## src/rtl/midi_byte_arbiter.sv

```systemverilog
`default_nettype none
// +-----------------------------------------------------------------------------+
// | midi_byte_arbiter: shares the sequencer byte-trigger path between live MIDI, |
// | sysex patch dump and auto sysex sources.           Revision: 1.0            |
// +-----------------------------------------------------------------------------+
module midi_byte_arbiter #(
   parameter int GAP        = 4,
   parameter int TIMEOUT    = 1024,
   parameter int FIFO_DEPTH = 4
) (
   input  logic       reg_clk,
   input  logic       reset_reg_N,
   input  logic       live_valid,
   input  logic [7:0] live_data,
   input  logic       patch_req,
   input  logic [7:0] patch_data,
   input  logic       patch_last,
   output logic       patch_ack,
   input  logic       auto_req,
   input  logic [7:0] auto_data,
   input  logic       auto_last,
   output logic       auto_ack,
   input  logic       clr_err,
   output logic       byteready,
   output logic [7:0] midi_in_data,
   output logic [7:0] midibyte_nr,
   output logic       dec_sysex_data_patch_send,
   output logic       auto_syx_cmd,
   output logic       busy,
   output logic       live_ovf,
   output logic       lock_timeout
);

   localparam logic [1:0] c_IDLE  = 2'd0;
   localparam logic [1:0] c_ISSUE = 2'd1;
   localparam logic [1:0] c_GAP   = 2'd2;

   localparam int              c_AW       = $clog2(FIFO_DEPTH);
   localparam logic [c_AW:0]   c_FULL     = FIFO_DEPTH[c_AW:0];
   localparam logic [c_AW:0]   c_CNT_ONE  = 1;
   localparam logic [c_AW-1:0] c_PTR_ONE  = 1;
   localparam logic [3:0]      c_GAP_LAST = 4'(GAP - 2);
   localparam logic [15:0]     c_TO_LAST  = 16'(TIMEOUT - 1);

   logic [1:0]      r_state;
   logic [3:0]      r_gap_cnt;
   logic [15:0]     r_to_cnt;
   logic            r_lock;
   logic            r_patch_own;
   logic            r_auto_own;
   logic            r_byteready;
   logic            r_patch_ack;
   logic            r_auto_ack;
   logic [7:0]      r_data;
   logic [7:0]      r_nr;
   logic            r_live_ovf;
   logic            r_lock_to;

   logic [7:0]      r_mem [FIFO_DEPTH];
   logic [c_AW-1:0] r_wr_ptr;
   logic [c_AW-1:0] r_rd_ptr;
   logic [c_AW:0]   r_count;

   logic            w_arb;
   logic            w_el_live;
   logic            w_el_patch;
   logic            w_el_auto;
   logic            w_win_live;
   logic            w_win_patch;
   logic            w_win_auto;
   logic            w_issue;
   logic            w_stall;
   logic            w_timeout;
   logic            w_full;
   logic            w_push;
   logic            w_drop;
   logic [7:0]      w_sel_data;
   logic [7:0]      w_next_nr;

   // Arbitration happens in IDLE and in the final GAP cycle only.
   always_comb begin
      w_arb       = (r_state == c_IDLE) || ((r_state == c_GAP) && (r_gap_cnt == c_GAP_LAST));
      w_el_live   = !r_lock && (r_count != '0);
      w_el_patch  = patch_req && (!r_lock || r_patch_own);
      w_el_auto   = auto_req && (!r_lock || r_auto_own);
      w_win_live  = w_arb && w_el_live;
      w_win_patch = w_arb && !w_el_live && w_el_patch;
      w_win_auto  = w_arb && !w_el_live && !w_el_patch && w_el_auto;
      w_issue     = w_win_live || w_win_patch || w_win_auto;
      w_stall     = w_arb && r_lock && !w_issue;
      w_timeout   = w_stall && (r_to_cnt == c_TO_LAST);
      w_full      = (r_count == c_FULL);
      w_push      = live_valid && (!w_full || w_win_live);
      w_drop      = live_valid && w_full && !w_win_live;
      w_sel_data  = w_win_live ? r_mem[r_rd_ptr] : (w_win_patch ? patch_data : auto_data);
      w_next_nr   = w_sel_data[7] ? 8'd0 : ((r_nr == 8'hFF) ? 8'hFF : r_nr + 8'd1);
   end

   always_ff @(posedge reg_clk) begin
      if (w_push) begin
         r_mem[r_wr_ptr] <= live_data;
      end
   end

   always_ff @(posedge reg_clk or negedge reset_reg_N) begin
      if (!reset_reg_N) begin
         r_wr_ptr <= '0;
         r_rd_ptr <= '0;
         r_count  <= '0;
      end else begin
         if (w_push) begin
            r_wr_ptr <= r_wr_ptr + c_PTR_ONE;
         end
         if (w_win_live) begin
            r_rd_ptr <= r_rd_ptr + c_PTR_ONE;
         end
         if (w_push && !w_win_live) begin
            r_count <= r_count + c_CNT_ONE;
         end else if (!w_push && w_win_live) begin
            r_count <= r_count - c_CNT_ONE;
         end
      end
   end

   always_ff @(posedge reg_clk or negedge reset_reg_N) begin
      if (!reset_reg_N) begin
         r_state     <= c_IDLE;
         r_gap_cnt   <= '0;
         r_to_cnt    <= '0;
         r_lock      <= 1'b0;
         r_patch_own <= 1'b0;
         r_auto_own  <= 1'b0;
         r_byteready <= 1'b0;
         r_patch_ack <= 1'b0;
         r_auto_ack  <= 1'b0;
         r_data      <= '0;
         r_nr        <= '0;
      end else begin
         r_byteready <= 1'b0;
         r_patch_ack <= 1'b0;
         r_auto_ack  <= 1'b0;
         case (r_state)
            c_IDLE: begin
               if (w_issue) begin
                  r_state <= c_ISSUE;
               end
            end
            c_ISSUE: begin
               r_state   <= c_GAP;
               r_gap_cnt <= '0;
            end
            c_GAP: begin
               if (r_gap_cnt == c_GAP_LAST) begin
                  r_state <= w_issue ? c_ISSUE : c_IDLE;
               end else begin
                  r_gap_cnt <= r_gap_cnt + 4'd1;
               end
            end
            default: r_state <= c_IDLE;
         endcase
         // A final byte drops the lock at issue; its owner flag lingers until the GAP ends.
         if (w_issue) begin
            r_byteready <= 1'b1;
            r_data      <= w_sel_data;
            r_nr        <= w_next_nr;
            r_patch_ack <= w_win_patch;
            r_auto_ack  <= w_win_auto;
            r_patch_own <= w_win_patch;
            r_auto_own  <= w_win_auto;
            r_lock      <= (w_win_patch && !patch_last) || (w_win_auto && !auto_last);
            r_to_cnt    <= '0;
         end else if (w_timeout) begin
            r_lock      <= 1'b0;
            r_patch_own <= 1'b0;
            r_auto_own  <= 1'b0;
            r_to_cnt    <= '0;
         end else if (w_stall) begin
            r_to_cnt <= r_to_cnt + 16'd1;
         end else if (w_arb && !r_lock) begin
            r_patch_own <= 1'b0;
            r_auto_own  <= 1'b0;
         end
      end
   end

   always_ff @(posedge reg_clk or negedge reset_reg_N) begin
      if (!reset_reg_N) begin
         r_live_ovf <= 1'b0;
         r_lock_to  <= 1'b0;
      end else begin
         r_live_ovf <= (r_live_ovf && !clr_err) || w_drop;
         r_lock_to  <= (r_lock_to && !clr_err) || w_timeout;
      end
   end

   assign byteready                 = r_byteready;
   assign patch_ack                 = r_patch_ack;
   assign auto_ack                  = r_auto_ack;
   assign midi_in_data              = r_data;
   assign midibyte_nr               = r_nr;
   assign dec_sysex_data_patch_send = r_patch_own;
   assign auto_syx_cmd              = r_auto_own;
   assign busy                      = (r_state != c_IDLE) || (r_count != '0);
   assign live_ovf                  = r_live_ovf;
   assign lock_timeout              = r_lock_to;

endmodule
`default_nettype wire

```

## config.mk

```make
export PLATFORM = sky130hd
export DESIGN_NAME = midi_byte_arbiter
export DESIGN_NICKNAME = d
export VERILOG_FILES = /design/src/rtl/midi_byte_arbiter.sv
export SDC_FILE = /design/constraint.sdc
export NUM_CORES = 1
export LEC_CHECK = 0
export CORE_ASPECT_RATIO = 1.2
export CORE_MARGIN = 10
export CORE_UTILIZATION = 45
export CTS_BUF_LIST = sky130_fd_sc_hd__clkbuf_4 sky130_fd_sc_hd__clkbuf_8
export DETAILED_ROUTE_END_ITERATION = 12
export HOLD_SLACK_MARGIN = 0.05
export PLACE_DENSITY = 0.81
export SLEW_MARGIN = 20
export SYNTH_ARGS = -nofsm -noshare
export SYNTH_HDL_FRONTEND = slang
export SYNTH_SLANG_ARGS = --single-unit
```

## constraint.sdc

```tcl
create_clock -name reg_clk -period 2.85 [get_ports reg_clk]
set_clock_uncertainty 0.05 [all_clocks]
set_input_delay 0.285 -clock reg_clk [delete_from_list [all_inputs] [get_ports reg_clk]]
set_output_delay 0.285 -clock reg_clk [all_outputs]
set_load 0.1 [all_outputs]
```

# After elaboration in Yosys (flattened, before gate mapping)
# Memory sizes are Yosys's and may differ from the RTL's.
# Cells that the tools add are included.
[totals] mem_bits_rw=32 regBits=53 output_inout_bits=24 n_memories=1
[mem_list] name="r_mem" words=4 word_bits=8 read_ports=1 rd_ports_with_merged_regs=0 wr=1 line_no="59" text="logic [7:0] r_mem [FIFO_DEPTH];"
[op_classes] n_reduce_logical=53 eq_ne=10 addsub=7 mux=27
[op_table] cell="two-way mux 16 bit" n=3
[op_table] cell="two-way mux 8 bit" n=4
[op_table] cell="logical AND 1 bit" n=22
[op_table] cell="adder 16 x 1 -> 16 bit (second input constant)" n=1
[op_table] cell="== test 16 x 10 -> 1 bit (second input constant)" n=1
[op_table] cell="two-way mux 1 bit" n=13
[op_table] cell="zero test 1 bit" n=10
[op_table] cell="logical OR 1 bit" n=10
[op_table] cell="nonzero test 3 bit" n=3
[op_table] cell="adder 8 x 1 -> 8 bit (second input constant)" n=1
[op_table] cell="== test 8 bit (second input constant)" n=1
[op_table] cell="case mux 4 bit (2 select lines)" n=1
[op_table] cell="nonzero test 2 bit" n=4
[op_table] cell="two-way mux 3 bit" n=2
[op_table] cell="case mux 2 bit (3 select lines)" n=1
[op_table] cell="AND reduction 2 bit" n=3
[op_table] cell="adder 2 x 1 -> 2 bit (second input constant)" n=2
[op_table] cell="adder 4 x 1 -> 4 bit (second input constant)" n=1
[op_table] cell="== test 4 x 2 -> 1 bit (second input constant)" n=1
[op_table] cell="two-way mux 2 bit" n=2
[op_table] cell="two-way mux 4 bit" n=1
[op_table] cell="!= test 2 bit (second input constant)" n=2
[op_table] cell="adder 3 x 1 -> 3 bit (second input constant)" n=1
[op_table] cell="== test 3 bit (second input constant)" n=1
[op_table] cell="6 further kinds" n=6

# Longest topological paths before layout
[depth] ltp_word=12 mapped_depth=13

# Least setup slack after synthesis
# No wires, ideal clock.
[synth_path] path_kind="register to register" start="reg r_gap_cnt[0]" end="reg r_count[2]" path_stages_with_launch=14 required_time_ps=2720 arrival_ps=2724 slack_ps=-4 path_buffers=1 cell_sequence="dfrtp_1 -> inv_1 -> ha_1 -> or3b_4 -> a21oi_1 -> a2111oi_0 -> nor2b_1 -> clkbuf_1 -> ha_1 -> inv_1 -> fa_1 -> xor2_1 -> nor2_1 -> xnor2_1"
[synth_via] elab_chain_len=9 word_cells_on_any_way=12 cone_classes="1 x eq/ne; 1 x mux; 10 x reduce/logical"
[synth_rtl] item="from (decl)" line_no="46" text="logic [3:0] r_gap_cnt;"
[synth_rtl] item="from (signal assigned)" line_no="156" text="r_gap_cnt <= r_gap_cnt + 4'd1;"
[synth_rtl] item="== test 4 x 2 -> 1 bit *" line_no="82" text="w_arb = (r_state == c_IDLE) || ((r_state == c_GAP) && (r_gap_cnt == c_GAP_LAST));"
[synth_rtl] item="logical AND 1 bit *" line_no="82"
[synth_rtl] item="logical OR 1 bit *" line_no="82"
[synth_rtl] item="logical AND 1 bit *" line_no="86" text="w_win_live = w_arb && w_el_live;"
[synth_rtl] item="logical OR 1 bit *" line_no="93" text="w_push = live_valid && (!w_full || w_win_live);"
[synth_rtl] item="logical AND 1 bit *" line_no="93"
[synth_rtl] item="net w_push" line_no="75" text="logic w_push;"
[synth_rtl] item="zero test 1 bit" line_no="119" text="end else if (!w_push && w_win_live) begin"
[synth_rtl] item="logical AND 1 bit" line_no="119"
[synth_rtl] item="nonzero test 2 bit (no line)"
[synth_rtl] item="to (signal assigned)" line_no="118" text="r_count <= r_count + c_CNT_ONE;"
[synth_rtl] item="to (signal assigned)" line_no="120" text="r_count <= r_count - c_CNT_ONE;"
[synth_rtl] item="to (decl)" line_no="62" text="logic [c_AW:0] r_count;"
# The timed path passes the listed nets; every way through them passes the cells marked *.
# A chain may end at the register's enable or synchronous reset.

# Worst setup path after layout
[layout_path] start="reg r_gap_cnt[0]" end="reg r_count[2]"
[layout_via] elab_chain_len=9 word_cells_on_any_way=12 cone_classes="1 x eq/ne; 1 x mux; 10 x reduce/logical"
[layout_rtl] item="== test 4 x 2 -> 1 bit *" line_no="82"
[layout_rtl] item="logical AND 1 bit *" line_no="82"
[layout_rtl] item="logical OR 1 bit *" line_no="82"
[layout_rtl] item="logical AND 1 bit *" line_no="86"
[layout_rtl] item="logical OR 1 bit" line_no="93"
[layout_rtl] item="logical AND 1 bit" line_no="93"
[layout_rtl] item="zero test 1 bit" line_no="119"
[layout_rtl] item="logical AND 1 bit" line_no="119"
[layout_rtl] item="nonzero test 2 bit (no line)"
# Every way passes the cells marked *; elsewhere a longest branch is shown, timed or not.

==> results_dict.tcl <==
set metrics [dict create \
    outcome "finished clean" \
    worstPathMaxFanout 3 \
    numCtsBuffers 9 \
    dieArea_sq_um 13100 \
    drive_gt1_frac 0.182 \
    synth_area_sq_um 4000 \
    top_level_ports 56 \
    synthFlopType "dfrtp_1" \
    ys_ff_latch 85 \
    clockRootBuffer "clkbuf_8" \
    die_h_um 123 \
    cts_tree "yes" \
    synthCells 349 \
    fin_crit_sh 0.940 \
    drtAntennaViolNets 0 \
    drt_first_iter_violations 294 \
    layout_common_cells "53 x dfrtp_1, 40 x buf_4, 34 x nand2_1" \
    ys_seq_area_frac 0.572 \
    cts_max_path_buffers 2 \
    crit_type "register to register" \
    syn_area_per_cell_sq_um 11.5 \
    viasPerCell 5.86 \
    critPathCaptureType "register" \
    n_antenna_cell 0 \
    synth_area_leaders "dfrtp_1 33%, edfxtp_1 24%, mux4_2 4.5%" \
    grt_pass1_wl_um 15700 \
    clock.fmax_mhz 373 \
    num-nets-final 459 \
    rsz0062_at_grt "false" \
    start_kind "register" \
    drt-total-wl_um 9690 \
    yosysTopAreaCell "dfrtp_1" \
    finalSetupTns_ps 0 \
    coreArea_sq_um 8610 \
    rows 37 \
    cts.sinks 85 \
    place_hpwl_um 6680 \
    overflow 0 \
    clkTransAtPathRegs_ps 90 \
    port_buffers 55 \
    gp_congestion 0.874 \
    period_needed_ps 2680 \
    wire_per_inst_um 18.0 \
    grt_pass1_vias 3154 \
    placed_cell_area_sq_um 4690 \
    antenna_found_initial 0 \
    hold_viol 0 \
    max-cap-violations 0 \
    worst_hold_slack_ps 441 \
    crit_required_ps 3090 \
    synth_nets 391 \
    grt_max_degree 54 \
    layout_commonest_cell "dfrtp_1" \
    ir_drop_uv 671 \
    worst_slack_ps 171 \
    ff2ff_setup_slack_ps 170 \
    yosys_warnings 0 \
    htreeDepth 3 \
    pre_cts_ws_ps 18.9 \
    dr.pass1.iters 5 \
    yosys.area.top_type_share 0.332 \
    power_density_nw_per_um2 1070 \
    relSlewSlack 0.472 \
    start_util 0.464 \
    die_w_um 106 \
    final_area_sq_um 4910 \
    grtUsageTotal 0.149 \
    num_vias 3156 \
    arrival_ps 2910 \
    synth_edf_count 32 \
    drc 0 \
    hold_class "register to register" \
    finalSetupViolCount 0 \
    tightest_slew_ps 789 \
    syn2layout_area_growth_pct 22.9 \
    drv_slew 0 \
    synth_cell_type_count 54 \
    worstSkewPairLatency_ps 370 \
    async_flop_share 0.624 \
    leakage_nw 1.95 \
]
worst paths after layout:
kind	start	endpoint	cells past startpoint
setup / recovery	r_gap_cnt[0]	r_count[2]	13
hold / removal	midi_in_data[7]	midi_in_data[7]	1
setup reg to reg	r_gap_cnt[0]	r_count[2]	13
hold reg to reg	midi_in_data[7]	midi_in_data[7]	1
max in group asynchronous	reset_reg_N	midibyte_nr[0]	3
min in group asynchronous	reset_reg_N	r_to_cnt[6]	3
metal layers:
metal  share of wire  vias up  routed length (um)  GRT usage
li1                -     1454                   -          -
met1            0.39     1535                3770      0.167
met2            0.52      131                5000      0.258
met3           0.060       36                 586     0.0375
met4           0.034        0                 334     0.0831
met5               0        -                   0          0
power by group:
group / internal [mW] / total [mW] / switching (mW)
registers: 1.59 / 1.84 / 0.258
clock network: 0.327 / 0.801 / 0.474
logic: 0.848 / 2.62 / 1.77
final cells by class:
class / instances / area, sq um
Fill cell: 708 / 3700
Sequential cell: 85 / 2290
Multi-Input combinational cell: 233 / 1620
Timing Repair Buffer: 72 / 616
Tap cell: 117 / 146
Clock buffer: 9 / 124
Inverter: 16 / 60.1
Clock inverter: 7 / 56.3
logic make-up after synthesis:
| family | share of synthesized area |
|---|---|
| compound gates | 0.151 |
| xor+xnor | 0.0131 |
| fa+ha+maj | 0.0332 |
| buf+inv | 0.0304 |
| flops | 0.572 |
| mux | 0.0557 |
| simple gates | 0.144 |
registers in the layout (all words and copies together) (netlist names):
name                       cells
auto_syx_cmd                   1
midi_in_data                   8
r_count                        3
dec_sysex_data_patch_send      1
r_mem                         32
r_rd_ptr                       2
live_ovf                       1
lock_timeout                   1
midibyte_nr                    8
r_gap_cnt                      4
patch_ack                      1
r_lock                         1
r_state                        2
auto_ack                       1
r_to_cnt                      16
r_wr_ptr                       2
byteready                      1
cells in the mapped netlist, drive strengths merged (2+ instances only):
cell     n
mux2     2
nand3   14
clkbuf   9
and3     3
nand2   34
a31oi   11
dfrtp   53
edfxtp  32
o211ai  12
and4     3
a21o     5
a311oi   3
nor2b    2
ha       9
or4      2
mux2i    2
or3      3
a21oi   15
and2     6
nand4    3
a211oi   3
nor3    14
nand2b   2
inv     15
buf      6
o21ai   20
mux4     8
xnor2    5
nor4     4
o22ai   10
a41oi    4
nor2    17
through the flow:
step / total power [mW] / util / std cells
after floorplan: 3.71 / - / 349
after global placement: 4.35 / 0.544 / 521
after detailed placement: 4.43 / 0.544 / 521
after CTS: 5.24 / 0.567 / 538
after global routing: 5.55 / 0.570 / 539
final: 5.27 / 0.570 / 539
critical path, cell delays in order, from the launching register on:
cell and delay [ps]:
dfrtp_1 380, inv_1 80, ha_1 150, or3b_4 410, a21oi_4 150, a2111oi_0 110, buf_4 160, nor2b_4 110
ha_2 180, inv_1 50, fa_1 370, xor2_1 160, nor2_1 130, xnor2_1 130
what timing repair did:
action,4_1_cts,5_1_grt
setup endpoints to repair,0,2
hold buffers,1,0
hold endpoints to repair,53,0
setup buffers,0,1
gates resized for setup,0,4
(Power assumes the default switching activity.)
